<file path="src/rtl/spi_master.sv">
// Mode-0 (CPOL=0, CPHA=0) SPI master, MSB-first, one DATA_W-bit word per START pulse.
// Build option: define SPI_MASTER_LOOPBACK_EN to receive from the internal MOSI instead of the MISO pin.
module spi_master #(
  parameter int DATA_W  = 8,
  parameter int CLK_DIV = 10
) (
  input  logic              CLK,
  input  logic              RST_N,
  input  logic              START,
  input  logic [DATA_W-1:0] TX_DATA,
  output logic              BUSY,
  output logic              DONE,
  output logic [DATA_W-1:0] RX_DATA,
  output logic              SCLK,
  output logic              MOSI,
  output logic              CS,
  input  logic              MISO
);
  localparam int HW = (CLK_DIV > 2) ? $clog2(CLK_DIV) : 1;
  localparam int BW = $clog2(DATA_W + 1);

  generate
    if (DATA_W < 1 || DATA_W > 32) begin : g_bad_data_w
      $error("spi_master: DATA_W must be in 1..32");
    end
    if (CLK_DIV < 2) begin : g_bad_clk_div
      $error("spi_master: CLK_DIV must be at least 2");
    end
  endgenerate

  typedef enum logic [1:0] {IDLE, SETUP, HIGH, LOW} state_t;

  state_t            state_reg;
  logic [HW-1:0]     half_cnt_reg;
  logic [BW-1:0]     bit_cnt_reg;
  logic [DATA_W-1:0] tx_sh_reg;
  logic [DATA_W-1:0] rx_sh_reg;

  logic              rx_bit;
  logic              half_last;
  logic [DATA_W-1:0] tx_shifted;
  logic [DATA_W-1:0] rx_shifted;

`ifdef SPI_MASTER_LOOPBACK_EN
  logic unused_miso;
  assign unused_miso = MISO;
  assign rx_bit      = MOSI;
`else
  assign rx_bit      = MISO;
`endif

  assign half_last  = (half_cnt_reg == HW'(CLK_DIV - 1));
  assign tx_shifted = tx_sh_reg << 1;
  assign rx_shifted = (rx_sh_reg << 1) | DATA_W'(rx_bit);

  always_ff @(posedge CLK or negedge RST_N) begin
    if (!RST_N) begin
      state_reg    <= IDLE;
      half_cnt_reg <= '0;
      bit_cnt_reg  <= '0;
      tx_sh_reg    <= '0;
      rx_sh_reg    <= '0;
      BUSY         <= 1'b0;
      DONE         <= 1'b0;
      RX_DATA      <= '0;
      SCLK         <= 1'b0;
      MOSI         <= 1'b0;
      CS           <= 1'b1;
    end else begin
      DONE <= 1'b0;
      case (state_reg)
        IDLE: begin
          if (START) begin
            state_reg    <= SETUP;
            tx_sh_reg    <= TX_DATA;
            rx_sh_reg    <= '0;
            half_cnt_reg <= '0;
            bit_cnt_reg  <= '0;
            CS           <= 1'b0;
            BUSY         <= 1'b1;
            MOSI         <= TX_DATA[DATA_W-1];
          end
        end
        // Both the initial setup phase and every low phase end in a rising SCLK,
        // unless the last bit has already been clocked, in which case the frame closes.
        SETUP, LOW: begin
          if (!half_last) begin
            half_cnt_reg <= half_cnt_reg + 1'b1;
          end else begin
            half_cnt_reg <= '0;
            if (state_reg == LOW && bit_cnt_reg == BW'(DATA_W)) begin
              state_reg <= IDLE;
              CS        <= 1'b1;
              BUSY      <= 1'b0;
              DONE      <= 1'b1;
              MOSI      <= 1'b0;
              RX_DATA   <= rx_sh_reg;
            end else begin
              state_reg   <= HIGH;
              SCLK        <= 1'b1;
              rx_sh_reg   <= rx_shifted;
              bit_cnt_reg <= bit_cnt_reg + 1'b1;
            end
          end
        end
        HIGH: begin
          if (!half_last) begin
            half_cnt_reg <= half_cnt_reg + 1'b1;
          end else begin
            half_cnt_reg <= '0;
            state_reg    <= LOW;
            SCLK         <= 1'b0;
            tx_sh_reg    <= tx_shifted;
            MOSI         <= tx_shifted[DATA_W-1];
          end
        end
        default: state_reg <= IDLE;
      endcase
    end
  end
endmodule

</file>
<file path="config.mk">
export PLATFORM = sky130hd
export DESIGN_NAME = spi_master
export DESIGN_NICKNAME = d
export VERILOG_FILES = /design/src/rtl/spi_master.sv
export SDC_FILE = /design/constraint.sdc
export NUM_CORES = 1
export LEC_CHECK = 0
export CORE_UTILIZATION = 40
export CTS_CLUSTER_SIZE = 12
export DETAILED_ROUTE_END_ITERATION = 7
export GPL_TIMING_DRIVEN = 0
export HOLD_SLACK_MARGIN = 0.12
export PLACE_DENSITY = 0.59
export SYNTH_ARGS = -nofsm -noshare
export SYNTH_HDL_FRONTEND = slang
export SYNTH_SLANG_ARGS = --single-unit
</file>
<file path="constraint.sdc">
create_clock -name CLK -period 1.94 [get_ports CLK]
set_input_delay 0.388 -clock CLK [delete_from_list [all_inputs] [get_ports CLK]]
set_output_delay 0.388 -clock CLK [all_outputs]
set_load 0.03 [all_outputs]
</file>
==> results.sh <==
export IMPL_status="finished clean"
export IMPL_nNetsFinal=209
export IMPL_post_route_period_util=0.9492
export IMPL_r2r_end="tx_sh_reg[2]"
export IMPL_drive_gt1_frac=0.2062
export IMPL_synthesis_nets=178
export IMPL_overflow=0
export IMPL_die_w_um=69.58
export IMPL_die_h_um=69.58
export IMPL_syn_area_um2=1827
export IMPL_clkSinkCount=38
export IMPL_r2r_slack_ns=0.1
export IMPL_wirelength_mm=3.811
export IMPL_clk_latency_ns=0.28
export IMPL_leakagePower_uw=0.0009537
export IMPL_rsz0062_at_grt="no"
export IMPL_htree_levels=2
export IMPL_antenna_found_initial=0
export IMPL_power_switching_uw=859.8
export IMPL_grt_max_degree=39
export IMPL_rr_worst_depth=5
export IMPL_dieArea_um2=4841
export IMPL_viasPerCell=5.549
export IMPL_crit_fanout=6
export IMPL_setup_viol=0
export IMPL_synth_cell_types=39
export IMPL_fp_row_count=24
export IMPL_fmax_mhz=543.1
export IMPL_route_detailed_drc=0
export IMPL_drv_cap=0
export IMPL_area_delta_synth_final_pct=21.78
export IMPL_yosysSeqAreaShare=0.5212
export IMPL_holdWs_ns=0.2011
export IMPL_hold_violations=0
export IMPL_n_fill_cell=411
export IMPL_synth_seq_cells=38
export IMPL_worstSetupPathType="flop to flop"
export IMPL_fin_crit_ns=1.841
export IMPL_ys_warn_count=0
export IMPL_diodes=0
export IMPL_worst_pin_slew_ns=0.8598
export IMPL_power_frac_clock=0.218
export IMPL_cts_buffers=5
export IMPL_reg2reg_from="half_cnt_reg[1]"
export IMPL_path_clk_slew_ns=0.07
export IMPL_tns_ns=0
export IMPL_placed_area_um2=2127
export IMPL_coreArea_um2=4384
export IMPL_postSynthCellCount=162
export IMPL_fin_area_um2=2225
export IMPL_num_vias=1365
export IMPL_port_buffers=24
export IMPL_final_antenna_net_count=0
export IMPL_cts_root_buf="clkbuf_8"
export IMPL_grt_pass1_vias=1465
export IMPL_switching_share=0.3360
export IMPL_boundaryPins=25
export IMPL_end_kind="flop"
export IMPL_slew_headroom=0.4268
export IMPL_hpwl_mm=2.644
export IMPL_p_int_uw=1699
export IMPL_p_per_area_nw_per_um2=1150
export IMPL_pwr_share_seq=0.468
export IMPL_hold_path_class="primary input to asynchronous set/reset pin"
export IMPL_clock_path_buffers=2
export IMPL_syn_mean_instance_area_um2=11.28
export IMPL_start_kind="flop"
export IMPL_gp_congestion=0.8150
export IMPL_comb_power_share=0.313
export IMPL_grt_pass1_wl_mm=6.727
export IMPL_skew_ns=0.002651
export IMPL_ir_worst_vdd_mv=0.5590
export IMPL_tritoncts="yes"
export IMPL_wl_per_cell_um=15.49
export IMPL_initialDrtViolationCount=91
export IMPL_firstDrtPassIters=4
export IMPL_arrival_ns=2.02
export IMPL_start_util=0.4167
export IMPL_report_final_slew_viol_count=0
export IMPL_fin_util=0.5074
export IMPL_grt_usage=0.1772
export IMPL_crit_required_ns=2.12
-- through the flow --
stage	cells	power, uW	setup slack, ns
finish	246	2559	0.09864
global route	246	2754	0.02405
CTS	246	2591	0.02416
detailed placement	238	2023	-0.1106
global placement	238	1972	-0.4109
floorplan	162	1774	0.3418
-- placed cells by master (no fill, tap or decap), types with 6 or more instances in the layout --
cell type / Yosys / final
dfrtp_1: 37 / 37
nand4_1: 11 / 11
nand2_1: 7 / 7
clkdlybuf4s50_1: 0 / 22
mux2_2: 18 / 18
o21ai_0: 14 / 14
inv_1: 14 / 14
clkbuf_8: 0 / 6
nor2_1: 6 / 6
-- cell usage after synthesis (all sizes together) --
cell type  count  area share
dfrtp         37        0.51
a21oi          5       0.016
a22o           1      0.0048
or4b           1      0.0055
dfstp          1       0.014
o22a           1      0.0048
inv           14       0.029
mux2i          2       0.011
o31ai          3       0.012
o211ai         3       0.012
o21a           2      0.0082
o21ai         14       0.038
o221ai         1      0.0048
mux2          18        0.11
nand4         11       0.038
and3b          2      0.0096
nand3b         2      0.0082
and3           2      0.0068
nor3           1      0.0027
o22ai          1      0.0034
clkbuf         3      0.0062
buf            6       0.023
nand2b         1      0.0034
nand2          7       0.014
ha             4       0.027
nand3          2      0.0055
nand4b         3       0.021
a211o          2      0.0096
a21boi         2       0.010
nor2b          1      0.0034
or3b           1      0.0062
o21bai         1      0.0041
nor2           7       0.018
-- critical path: stages (launching register included) --
cell	delay (ns)
dfrtp_1	0.42
inv_1	0.07
ha_1	0.24
nand4b_1	0.21
a21oi_2	0.41
mux2_2	0.38
-- how the worst max path moves through the flow --
stage | startpoint | endpoint | slack (ns) | cells past startpoint
5_1_grt | half_cnt_reg[0] | tx_sh_reg[4] | 0.02 | 4
2_1_floorplan | half_cnt_reg[1] | tx_sh_reg[1] | 0.34 | 5
3_5_place_dp | START | rx_sh_reg[5] | -0.11 | 5
6_report | half_cnt_reg[1] | tx_sh_reg[2] | 0.1 | 5
3_3_place_gp | RST_N | rx_sh_reg[5] | -0.41 | 1
4_1_cts | CS | CS | 0.02 | 1
-- kinds of logic (layout without fill, tap and decap cells) --
| kind of cell | Yosys count | after routing | synth area share |
|---|---|---|---|
| flops | 38 | 38 | 0.5212 |
| mux | 20 | 20 | 0.1219 |
| buf+inv | 23 | 55 | 0.05753 |
| fa+ha+maj | 4 | 4 | 0.02740 |
| compound gates | 36 | 36 | 0.1288 |
| simple gates | 41 | 41 | 0.1432 |
-- power groups by stage --
stage	Sequential, uW	Combinational (uW)	Clock (uW)
after floorplan	1190	586	0
after global placement	1190	781	0
after detailed placement	1210	812	0
after CTS	1200	815	580
after global routing	1230	908	614
final	1200	802	559
-- layer usage --
layer  part of all wire  routed length [um]  track usage  up-vias
li1                   -                   -            -      646
met1               0.46                1772       0.2118      678
met2               0.47                1792       0.2977       31
met3              0.041                 156      0.04506       10
met4              0.023                  89      0.08390        0
met5                  0                   0            0        -
-- cell type report --
class | count | area [um2] | share of cell area
Multi-Input combinational cell | 101 | 769.5 | 0.3459
Buffer | 9 | 52.55 | 0.02362
Sequential cell | 38 | 952.2 | 0.4280
Clock inverter | 2 | 12.51 | 0.005624
Inverter | 14 | 52.55 | 0.02362
Tap cell | 52 | 65.06 | 0.02925
Clock buffer | 6 | 82.58 | 0.03712
Timing Repair Buffer | 24 | 237.7 | 0.1069
-- what timing repair did --
| action | CTS | global route |
|---|---|---|
| hold buffers | 0 | 0 |
| endpoints found under the setup margin | 0 | 1 |
| setup buffers | 0 | 0 |
| resized for setup | 0 | 1 |
| hold endpoints to repair | 0 | 0 |
No activity file was read; power rests on OpenSTA's default activity.
